**config.mk**
```make
export PLATFORM = sky130hd
export DESIGN_NAME = fetch_queue_flat
export DESIGN_NICKNAME = d
export VERILOG_FILES = /design/src/rtl/fetch_pkg.sv /design/src/rtl/fetch_queue_if.sv /design/src/rtl/fq_storage.sv /design/src/rtl/fetch_queue.sv /design/src/flat_wrapper.sv
export SDC_FILE = /design/constraint.sdc
export NUM_CORES = 1
export LEC_CHECK = 0
export ABC_AREA = 1
export CORE_UTILIZATION = 59
export CTS_CLUSTER_DIAMETER = 40
export DETAILED_ROUTE_END_ITERATION = 7
export GPL_TIMING_DRIVEN = 0
export PLACE_DENSITY = 0.95
export REMOVE_ABC_BUFFERS = 1
export SLEW_MARGIN = 15
export SYNTH_ARGS = -nofsm -noshare
export SYNTH_HDL_FRONTEND = slang
export SYNTH_SLANG_ARGS = --single-unit
```
**constraint.sdc**
```tcl
create_clock -name Clk -period 7.8 [get_ports Clk]
set_clock_uncertainty 0.1 [all_clocks]
set_input_delay 2.34 -clock Clk [delete_from_list [all_inputs] [get_ports Clk]]
set_output_delay 2.34 -clock Clk [all_outputs]
set_load 0.005 [all_outputs]
```
**src/rtl/fetch_pkg.sv**
```systemverilog
// Shared types and constants for the instruction prefetch queue.
package fetch_pkg;

    localparam int unsigned INSTR_BYTES      = 4;
    localparam logic [31:0] RESET_PC_DEFAULT = 32'h0000_0000;

    typedef struct packed {
        logic [31:0] pc_plus4;
        logic [31:0] instr;
    } fq_entry_t;

endpackage

```
**src/rtl/fetch_queue_if.sv**
```systemverilog
// Fetch queue bus: instruction-memory port, decode redirect and IF_ID valid/ready output.
interface fetch_queue_if;

    logic [31:0] IMem_Addr;
    logic [31:0] IMem_Instr;
    logic        Redirect;
    logic [31:0] Redirect_PC;
    logic        Out_Valid;
    logic        Out_Ready;
    logic [31:0] Out_Instr;
    logic [31:0] Out_PCPlus4;
    logic        Full;

    // Fetch queue side
    modport master (
        output IMem_Addr,
        input  IMem_Instr,
        input  Redirect,
        input  Redirect_PC,
        output Out_Valid,
        input  Out_Ready,
        output Out_Instr,
        output Out_PCPlus4,
        output Full
    );

    // Memory / decode / hazard-unit side
    modport slave (
        input  IMem_Addr,
        output IMem_Instr,
        output Redirect,
        output Redirect_PC,
        input  Out_Valid,
        output Out_Ready,
        input  Out_Instr,
        input  Out_PCPlus4,
        input  Full
    );

endinterface

```
**src/rtl/fq_storage.sv**
```systemverilog
// Fetch queue entry array: one synchronous write port, one asynchronous read port, no reset.
module fq_storage
    import fetch_pkg::*;
#(
    parameter  int unsigned DEPTH = 4,
    localparam int unsigned AW    = $clog2(DEPTH)
) (
    input  logic          Clk,
    input  logic          we,
    input  logic [AW-1:0] waddr,
    input  fq_entry_t     wdata,
    input  logic [AW-1:0] raddr,
    output fq_entry_t     rdata
);

    fq_entry_t mem [DEPTH];

    always_ff @(posedge Clk) begin
        if (we) begin
            mem[waddr] <= wdata;
        end
    end

    assign rdata = mem[raddr];

endmodule

```
**src/rtl/fetch_queue.sv**
```systemverilog
// Instruction prefetch stage: owns the fetch PC and buffers {PC+4, instr} pairs for IF_ID.
// Optional zero-latency empty-queue bypass: define FETCH_QUEUE_BYPASS_EN.
module fetch_queue
    import fetch_pkg::*;
#(
    parameter int unsigned DEPTH    = 4,
    parameter logic [31:0] RESET_PC = RESET_PC_DEFAULT
) (
    input  logic          Clk,
    input  logic          Rst,
    fetch_queue_if.master bus
);

    localparam int unsigned PTR_W = $clog2(DEPTH);
    localparam int unsigned CNT_W = PTR_W + 1;

    logic [PTR_W-1:0] rd_ptr;
    logic [PTR_W-1:0] wr_ptr;
    logic [CNT_W-1:0] count;
    logic [31:0]      fetch_pc;

    logic      empty_c;
    logic      full_c;
    logic      byp_c;
    logic      valid_c;
    logic      deq_c;
    logic      enq_c;
    logic      push_c;
    logic      pop_c;
    fq_entry_t head_c;
    fq_entry_t wdata_c;

    // Handshake decode; redirect blocks enqueue, a bypassed-and-consumed fetch is never stored
    always_comb begin
        empty_c = (count == '0);
        full_c  = (count == CNT_W'(DEPTH));
`ifdef FETCH_QUEUE_BYPASS_EN
        byp_c   = empty_c & ~bus.Redirect;
`else
        byp_c   = 1'b0;
`endif
        valid_c = ~empty_c | byp_c;
        deq_c   = valid_c & bus.Out_Ready;
        enq_c   = ~bus.Redirect & (~full_c | deq_c);
        push_c  = enq_c & ~(byp_c & deq_c);
        pop_c   = deq_c & ~empty_c;
        wdata_c = '{pc_plus4: fetch_pc + 32'(INSTR_BYTES), instr: bus.IMem_Instr};
    end

    fq_storage #(.DEPTH(DEPTH)) u_storage (
        .Clk   (Clk),
        .we    (push_c),
        .waddr (wr_ptr),
        .wdata (wdata_c),
        .raddr (rd_ptr),
        .rdata (head_c)
    );

    // Pointer, occupancy and fetch PC state
    always_ff @(posedge Clk or negedge Rst) begin
        if (!Rst) begin
            rd_ptr   <= '0;
            wr_ptr   <= '0;
            count    <= '0;
            fetch_pc <= RESET_PC;
        end else if (bus.Redirect) begin
            rd_ptr   <= wr_ptr;
            count    <= '0;
            fetch_pc <= bus.Redirect_PC;
        end else begin
            if (push_c) begin
                wr_ptr <= wr_ptr + PTR_W'(1);
            end
            if (pop_c) begin
                rd_ptr <= rd_ptr + PTR_W'(1);
            end
            count <= count + CNT_W'(push_c) - CNT_W'(pop_c);
            if (enq_c) begin
                fetch_pc <= fetch_pc + 32'(INSTR_BYTES);
            end
        end
    end

    // Head presentation; zeros while empty so stale array contents never leak out
    always_comb begin
        bus.IMem_Addr   = fetch_pc;
        bus.Out_Valid   = valid_c;
        bus.Full        = full_c;
        bus.Out_Instr   = '0;
        bus.Out_PCPlus4 = '0;
        if (byp_c) begin
            bus.Out_Instr   = bus.IMem_Instr;
            bus.Out_PCPlus4 = wdata_c.pc_plus4;
        end else if (!empty_c) begin
            bus.Out_Instr   = head_c.instr;
            bus.Out_PCPlus4 = head_c.pc_plus4;
        end
    end

endmodule

```
**src/flat_wrapper.sv**
```systemverilog
// flat-port wrapper written by rule: the top's interface ports become plain ports
module fetch_queue_flat import fetch_pkg::*;
#(
    parameter int unsigned DEPTH    = 4,
    parameter logic [31:0] RESET_PC = RESET_PC_DEFAULT
)
  (Clk, Rst, bus_IMem_Addr, bus_IMem_Instr, bus_Redirect, bus_Redirect_PC, bus_Out_Valid, bus_Out_Ready, bus_Out_Instr, bus_Out_PCPlus4, bus_Full);
  fetch_queue_if bus_i ();
  input  logic Clk;
  input  logic Rst;
  output wire logic [$bits(bus_i.IMem_Addr)-1:0] bus_IMem_Addr;
  input wire logic [$bits(bus_i.IMem_Instr)-1:0] bus_IMem_Instr;
  input wire logic [$bits(bus_i.Redirect)-1:0] bus_Redirect;
  input wire logic [$bits(bus_i.Redirect_PC)-1:0] bus_Redirect_PC;
  output wire logic [$bits(bus_i.Out_Valid)-1:0] bus_Out_Valid;
  input wire logic [$bits(bus_i.Out_Ready)-1:0] bus_Out_Ready;
  output wire logic [$bits(bus_i.Out_Instr)-1:0] bus_Out_Instr;
  output wire logic [$bits(bus_i.Out_PCPlus4)-1:0] bus_Out_PCPlus4;
  output wire logic [$bits(bus_i.Full)-1:0] bus_Full;
  assign bus_IMem_Addr = bus_i.IMem_Addr;
  assign bus_i.IMem_Instr = bus_IMem_Instr;
  assign bus_i.Redirect = bus_Redirect;
  assign bus_i.Redirect_PC = bus_Redirect_PC;
  assign bus_Out_Valid = bus_i.Out_Valid;
  assign bus_i.Out_Ready = bus_Out_Ready;
  assign bus_Out_Instr = bus_i.Out_Instr;
  assign bus_Out_PCPlus4 = bus_i.Out_PCPlus4;
  assign bus_Full = bus_i.Full;
  fetch_queue #(.DEPTH(DEPTH), .RESET_PC(RESET_PC)) u_core (.Clk(Clk), .Rst(Rst), .bus(bus_i));
endmodule
```
==> reports/summary.log, run 1 <==
INFO  yosys          synth_seq_area_share=68.76%
INFO  floorplanning  core-area=20960um^2
INFO  floorplanning  floorplan.io_pins=166
INFO  timing         worst_slew_pin_tran=1.098ns
INFO  yosys          netlist_area=12600um^2
INFO  yosys          synth_flop_cell=sky130_fd_sc_hd__edfxtp_1
INFO  power          max-vdd-ir-drop=0.0002493V
INFO  global_route   gr-total-overflow=0
INFO  clock_tree     cts-buffers-inserted=31
INFO  global_route   grt_start_max_net_pins=73
INFO  detailed_routing routed_wire_length_per_instance=18.31um
INFO  clock_tree     cts-hold-fix-buffers=0
INFO  timing         timing.final.max_slew_violations=0
INFO  clock_tree     clkLatencyLatePin=0.55ns
INFO  global_route   antenna_found_initial=1
INFO  worst_setup_path regToRegStartpoint=u_core.count[2]
INFO  worst_setup_path timing.rr.end=u_core.count[2]
INFO  detailed_routing detailedRoute.firstIterationViolations=723
INFO  worst_setup_path top_fanout_value_on_the_critical_path=72
INFO  final_layout   fraction_of_layout_cells_with_a_size_suffix_above_1=7.881%
INFO  yosys          yosys.area.top_type=sky130_fd_sc_hd__edfxtp_1
INFO  clock_tree     worst_setup_hold_path_clk_slew=0.06ns
INFO  yosys          yosys_register_bits=295
INFO  detailed_routing antenna_left=0
INFO  yosys          yosys-top-cells-area=sky130_fd_sc_hd__edfxtp_1 (61%), sky130_fd_sc_hd__nor2_1 (8.7%), sky130_fd_sc_hd__dfrtp_1 (7.7%)
INFO  power          power_density=361.7nW/um^2
INFO  final_layout   mostFrequentLayoutCells=sky130_fd_sc_hd__nor2_1 (288), sky130_fd_sc_hd__edfxtp_1 (256), sky130_fd_sc_hd__clkdlybuf4s50_1 (163)
INFO  timing         finalSetupViolations=0
INFO  yosys          yosysTopAreaCellShare=61.01%
INFO  timing         layout_min_cycle_time=5.748ns
INFO  min_path       worstHoldPathType=reg -> reg
INFO  detailed_routing route.final.wire_length=28990um
INFO  detailed_routing route.detailed.drc=0
INFO  placement      hpwl=17770um
INFO  clock_tree     cts_setup_buffers=0
INFO  global_route   global_route.usage.total=26.56%
INFO  worst_setup_path worstRegToRegCells=10
INFO  clock_tree     htree_num_levels=1
INFO  final_layout   final_common_cell=sky130_fd_sc_hd__nor2_1
INFO  yosys          synth_cells=1130
INFO  final_layout   flow.area_growth_from_synthesis=24.70%
INFO  timing         timing_hold_violations_final=0
INFO  clock_tree     post_cts_resized=0
INFO  floorplanning  fp-row-count=53
INFO  status         run_status=finished, final reports clean
INFO  placement      placement.setup.worst_slack=2.562ns
INFO  timing         timing.final.crit_share=73.69%
INFO  power          leakage=5.723nW
INFO  detailed_routing via_count_of_the_routed_design=8940
INFO  floorplanning  die_y=148.1um
INFO  worst_setup_path ff2ff_setup_slack=4.99ns
INFO  worst_setup_path startpoint=u_core.rd_ptr[0]
INFO  job            cap_violations=0
INFO  detailed_routing via_per_instance_ratio=5.648
INFO  yosys          yosys_warnings=0
INFO  timing         setup_repair_after_global_routing_missed_its_margin=false
INFO  final_layout   layout.nets=1359
INFO  detailed_routing detail_route.first_pass.iterations=5
INFO  timing         post-route-worst-setup-slack=2.052ns
INFO  clock_tree     clockBufferDepth=3
INFO  worst_setup_path critical_path.endpoint_type=output port
INFO  timing         timing.slew.headroom=26.69%
INFO  placement      place.port_buffers=165
INFO  yosys          async_flop_share=13.22%
INFO  worst_setup_path critPathArrivalTime=3.31ns
INFO  placement      finalWeightedCongestion=0.8510
INFO  worst_setup_path crit_path_top_delay_cell=sky130_fd_sc_hd__dfrtp_4
INFO  worst_setup_path setup.worst_path.class=reg -> out
INFO  floorplanning  design.die.area=21940um^2
INFO  clock_tree     cts_root_buffer=sky130_fd_sc_hd__clkbuf_16
INFO  yosys          avgSynthCellArea=11.15um^2
INFO  yosys          synth-edff-count=256
INFO  global_route   grt_pass1_vias=8879
INFO  worst_setup_path cp.required=5.36ns
INFO  worst_setup_path endpoint=bus_Out_PCPlus4[3]
INFO  power          power.total=5.683mW
INFO  clock_tree     numClockSinks=295
INFO  floorplanning  die_width=148.1um
INFO  clock_tree     cts_tree=yes
INFO  worst_setup_path start_kind=register
INFO  global_route   global_route_wire_length_before_repair=44750um
INFO  worst_setup_path cells_along_the_critical_path=inv_4, buf_12, o21ai_0, a21oi_1, clkdlybuf4s50_1
INFO  yosys          post_synth_num_cell_types=33
INFO  timing         timing.fmax=0.1740GHz
INFO  worst_setup_path cp_slowest_stage_delay=0.98ns
INFO  floorplanning  start_util=60.13%
## sequential cells by signal, summed over array words and instances (netlist names)
name,cells
u_core.rd_ptr,2
u_core.bus.IMem_Addr,32
u_core.wr_ptr,2
u_core.count,3
u_core.u_storage.mem,256
## Yosys cell counts (8+ instances only)
| cell | count |
|---|---|
| sky130_fd_sc_hd__a21oi_1 | 66 |
| sky130_fd_sc_hd__a22oi_1 | 21 |
| sky130_fd_sc_hd__buf_1 | 9 |
| sky130_fd_sc_hd__buf_2 | 19 |
| sky130_fd_sc_hd__clkbuf_1 | 27 |
| sky130_fd_sc_hd__dfrtp_1 | 39 |
| sky130_fd_sc_hd__edfxtp_1 | 256 |
| sky130_fd_sc_hd__inv_1 | 30 |
| sky130_fd_sc_hd__nand2_1 | 147 |
| sky130_fd_sc_hd__nand3_1 | 18 |
| sky130_fd_sc_hd__nor2_1 | 292 |
| sky130_fd_sc_hd__o21ai_0 | 131 |
| sky130_fd_sc_hd__xor2_2 | 8 |
## metrics by stage
stage	cell area, um^2	hold WS, ns	std cells	utilization (%)	setup TNS (ns)
finish	15710	0.4626	1583	74.98	0
floorplan	12330	0.4184	1071	-	0
global placement	14330	0.4201	1511	68.37	-541.63
CTS	15710	0.4663	1582	74.96	0
global route	15710	0.4962	1583	74.98	0
detailed placement	14680	0.4535	1525	70.06	0
## kinds of logic after synthesis
family	synth area share (%)
flops	68.76
buf+inv	3.227
compound gates	9.285
xor+xnor	1.658
fa+ha+maj	0.8540
simple gates	16.22
## where the power goes
group	total, mW	internal [mW]	switching [mW]
registers	2.28	2.09	0.189
logic	1.95	0.868	1.08
clock network	1.45	0.883	0.567
## layout make-up
| class | instances | area, um^2 |
|---|---|---|
| Antenna cell | 1 | 2.502 |
| Inverter | 37 | 146.4 |
| Clock inverter | 9 | 138.9 |
| Sequential cell | 295 | 8671 |
| Clock buffer | 48 | 889.6 |
| Tap cell | 275 | 344.1 |
| Fill cell | 1317 | 5244 |
| Multi-Input combinational cell | 739 | 3560 |
| Timing Repair Buffer | 179 | 1959 |
## how the worst min path moves through the flow
stage / start / to / cells past startpoint / slack (ns)
after floorplan: u_core.bus.IMem_Addr[0] / u_core.u_storage.mem[0][32] / 0 / 0.42
after global placement: u_core.bus.IMem_Addr[0] / u_core.u_storage.mem[3][32] / 0 / 0.42
after detailed placement: u_core.bus.IMem_Addr[0] / u_core.u_storage.mem[1][32] / 0 / 0.45
after CTS: u_core.bus.IMem_Addr[0] / u_core.u_storage.mem[1][32] / 0 / 0.47
after global routing: u_core.bus.IMem_Addr[0] / u_core.u_storage.mem[0][32] / 0 / 0.50
final: u_core.bus.IMem_Addr[0] / u_core.u_storage.mem[1][32] / 0 / 0.46
## worst max-delay path, delay by kind of cell, from the launching register on
kind | cells | cell delay [ns]
buffers and inverters | 3 | 1.24
AOI/OAI and AO/OA | 2 | 0.39
DFF | 1 | 0.98
## per-layer routing
| metal | GRT usage (%) | vias up | share of wire [%] | routed length, um |
|---|---|---|---|---|
| li1 | - | 4190 | - | - |
| met4 | 10.67 | 0 | 2.7 | 777 |
| met3 | 3.436 | 72 | 7.1 | 2052 |
| met2 | 46.38 | 394 | 51 | 14710 |
| met5 | 0 | - | 0 | 0 |
| met1 | 33.79 | 4284 | 39 | 11450 |
Note: power is estimated with default switching activity, not from simulation.
==> run 2: changes to the inputs <==
--- a/config.mk
+++ b/config.mk
@@ -6,11 +6,11 @@
 export NUM_CORES = 1
 export LEC_CHECK = 0
 export ABC_AREA = 1
-export CORE_UTILIZATION = 59
+export CORE_UTILIZATION = 55
 export CTS_CLUSTER_DIAMETER = 40
 export DETAILED_ROUTE_END_ITERATION = 7
 export GPL_TIMING_DRIVEN = 0
-export PLACE_DENSITY = 0.95
+export PLACE_DENSITY = 0.9
 export REMOVE_ABC_BUFFERS = 1
 export SLEW_MARGIN = 15
 export SYNTH_ARGS = -nofsm -noshare
==> constraint.sdc (replaced) <==
create_clock -name Clk -period 5.8 [get_ports Clk]
set_clock_uncertainty 0.1 [all_clocks]
set_input_delay 1.74 -clock Clk [delete_from_list [all_inputs] [get_ports Clk]]
set_output_delay 1.74 -clock Clk [all_outputs]
set_load 0.005 [all_outputs]
==> run 2 against run 1 <==
Effect of this change: register-to-register slack lost 2.0 ns; via count grew 3.0%; combinational power grew 38%; utilization shrank 4.3 points; cell count grew 1.1%; die area grew 7.2%; sequential cell count is the same; sequential share of layout area shrank 0.83 points; clock power grew 52%; count of clock-buffer cells in the layout shrank 3.
==> reports/summary.log, run 2 (same netlist as run 1, synthesis figures left out) <==
INFO  status         run_status=finished, final reports clean
INFO  clock_tree     numClockSinks=295
INFO  final_layout   num_antenna_cells=0
INFO  detailed_routing met2RoutedLength=15520um
INFO  worst_setup_path start_kind=register
INFO  timing         worst_slew_pin_tran=1.082ns
INFO  power          pwr-share-clk=27.7%
INFO  worst_setup_path ff2ff_setup_slack=2.97ns
INFO  floorplanning  floorplan.io_pins=166
INFO  global_route   grt_pass1_vias=9328
INFO  clock_tree     clkLatencyLatePin=0.53ns
INFO  worst_setup_path timing.rr.end=u_core.count[2]
INFO  detailed_routing route.met3.wl=2633um
INFO  clock_tree     post_cts_resized=0
INFO  floorplanning  core-area=22570um^2
INFO  power          p_int=5.349mW
INFO  worst_setup_path critical_path.top_delay_family=buffers and inverters
INFO  final_layout   largest_reg_flops=256
INFO  floorplanning  fp-row-count=55
INFO  final_layout   final_common_cell=sky130_fd_sc_hd__nor2_1
INFO  timing         timing.fmax=0.1902GHz
INFO  worst_setup_path setup.worst_path.class=reg -> out
INFO  min_path       min_path_cells=0
INFO  detailed_routing detail_route.first_pass.iterations=5
INFO  min_path       holdCritStartpoint=u_core.bus.IMem_Addr[0]
INFO  timing         timing.final.max_slew_violations=0
INFO  placement      place.port_buffers=165
INFO  detailed_routing wl_met1=11840um
INFO  power          power_density=500.2nW/um^2
INFO  clock_tree     htree_num_levels=2
INFO  power          netSwitchingPower=2.630mW
INFO  timing         timing_hold_violations_final=0
INFO  final_layout   n_fill_cell=1470
INFO  final_layout   finish.cell_count_without_fillers=1601
INFO  job            cap_violations=0
INFO  global_route   global_route.usage.total=26.62%
INFO  min_path       whs_endpoint=u_core.u_storage.mem[2][32]
INFO  power          power.total=7.979mW
INFO  global_route   grt_start_max_net_pins=78
INFO  final_layout   mostFrequentLayoutCells=sky130_fd_sc_hd__nor2_1 (288), sky130_fd_sc_hd__edfxtp_1 (256), sky130_fd_sc_hd__clkdlybuf4s50_1 (163)
INFO  detailed_routing topRoutingLayerUsed=met4
INFO  final_layout   registers.top_by_ff_count=u_core.u_storage.mem
INFO  worst_setup_path critical_path.endpoint_type=output port
INFO  global_route   gr-total-overflow=0
INFO  floorplanning  die_width=153.4um
INFO  detailed_routing via_per_instance_ratio=5.749
INFO  detailed_routing antenna_left=0
INFO  min_path       worstHoldPathType=reg -> reg
INFO  final_layout   layout.nets=1365
INFO  final_layout   fraction_of_layout_cells_with_a_size_suffix_above_1=8.815%
INFO  timing         setup_total_negative_slack=0ns
INFO  floorplanning  die_y=153.4um
INFO  placement      hpwl=18810um
INFO  worst_setup_path startpoint=u_core.rd_ptr[0]
INFO  power          power.switching_fraction=32.96%
INFO  clock_tree     cts_root_buffer=sky130_fd_sc_hd__clkbuf_16
INFO  global_route   antenna_found_initial=0
INFO  clock_tree     cts_setup_buffers=0
INFO  floorplanning  start_util=55.82%
INFO  worst_setup_path crit_path_top_delay_cell=sky130_fd_sc_hd__dfrtp_4
INFO  power          power.share.sequential=38.5%
INFO  detailed_routing routed_wire_length_per_instance=19.36um
INFO  final_layout   flow.area_growth_from_synthesis=26.60%
INFO  detailed_routing detailedRoute.firstIterationViolations=885
INFO  timing         timing.final.crit_share=90.67%
INFO  power          combinationalPowerShare=33.8%
INFO  timing         finalSetupViolations=0
INFO  worst_setup_path cp_slowest_stage_delay=0.75ns
INFO  clock_tree     cts_tree=yes
INFO  worst_setup_path top_fanout_value_on_the_critical_path=77
INFO  timing         setup_repair_after_global_routing_missed_its_margin=false
INFO  worst_setup_path cp.required=3.96ns
INFO  worst_setup_path cells_along_the_critical_path=buf_16, inv_4, buf_16, o21ai_0, a21oi_1, clkdlybuf4s50_1
INFO  power          max-vdd-ir-drop=0.0004176V
INFO  detailed_routing via_count_of_the_routed_design=9204
INFO  worst_setup_path timing.critical_path.mode_cell=sky130_fd_sc_hd__buf_16
INFO  worst_setup_path critPathArrivalTime=3.42ns
INFO  worst_setup_path worstPathBufferInverterCount=4
INFO  placement      dp_cells=1536
INFO  power          leakage=5.830nW
INFO  clock_tree     worst_setup_hold_path_clk_slew=0.06ns
INFO  floorplanning  design.die.area=23520um^2
INFO  worst_setup_path worstRegToRegCells=9
INFO  clock_tree     cts-hold-fix-buffers=0
INFO  timing         layout_min_cycle_time=5.259ns
INFO  detailed_routing route.detailed.drc=0
INFO  clock_tree     clockBufferDepth=3
INFO  detailed_routing route.final.wire_length=30990um
INFO  placement      finalWeightedCongestion=0.8764
INFO  timing         timing.slew.headroom=27.80%
INFO  clock_tree     cts-buffers-inserted=36
INFO  worst_setup_path regToRegStartpoint=u_core.count[1]
INFO  global_route   global_route_wire_length_before_repair=48580um
==> run 2: worst reg2reg max path, stage by stage (launching register included) <==
cell,delay (ns)
sky130_fd_sc_hd__dfrtp_1,0.44
sky130_fd_sc_hd__nor3_2,0.10
sky130_fd_sc_hd__nand2_1,0.08
sky130_fd_sc_hd__nand2_2,0.18
sky130_fd_sc_hd__inv_1,0.85
sky130_fd_sc_hd__ha_1,0.29
sky130_fd_sc_hd__inv_1,0.06
sky130_fd_sc_hd__fa_1,0.37
sky130_fd_sc_hd__o21ai_0,0.17
sky130_fd_sc_hd__a21oi_1,0.06
==> run 2: worst max path at each step <==
stage	cells past startpoint	endpoint	slack, ns
CTS	6	bus_Out_PCPlus4[28]	0.56
detailed placement	6	bus_Out_PCPlus4[8]	1.14
finish	6	bus_Out_PCPlus4[28]	0.54
global placement	4	bus_Out_PCPlus4[11]	-3.16
global route	6	bus_Out_PCPlus4[14]	0.38
floorplan	3	bus_Out_Instr[0]	0.01
==> run 2: through the flow <==
| step | instance area (um^2) | setup WS, ns | hold WS, ns | util [%] |
|---|---|---|---|---|
| after CTS | 15950 | 0.5632 | 0.4492 | 70.67 |
| after global placement | 14340 | -3.158 | 0.4196 | 63.53 |
| after global routing | 15950 | 0.3769 | 0.4647 | 70.67 |
| after detailed placement | 14750 | 1.141 | 0.4370 | 65.35 |
| after floorplan | 12330 | 0.01316 | 0.4184 | - |
| final | 15950 | 0.5411 | 0.4493 | 70.67 |
==> run 2: layer usage <==
metal  vias up  global-route usage [%]
met5         -                       0
met4         0                   12.00
met3        92                   5.075
met2       513                   44.92
met1      4387                   33.56
li1       4212                       -
==> run 2: power by group through the flow <==
stage / logic (mW) / clock network, mW / registers [mW]
global route: 2.94 / 2.33 / 3.10
global placement: 2.33 / 0 / 3.25
floorplan: 1.16 / 0 / 3.11
finish: 2.70 / 2.21 / 3.07
CTS: 2.70 / 2.24 / 3.06
detailed placement: 2.67 / 0 / 3.10
==> run 2: area by class of cell <==
type,count,area [um^2],share of cell area [%]
well taps,285,356.6,2.235
clock buffers,45,965.9,6.055
multi-input cells,739,3560,22.32
repair buffers,180,2017,12.64
flip-flops and latches,295,8671,54.36
clock inverters,20,235.2,1.475
inverters,37,146.4,0.9177
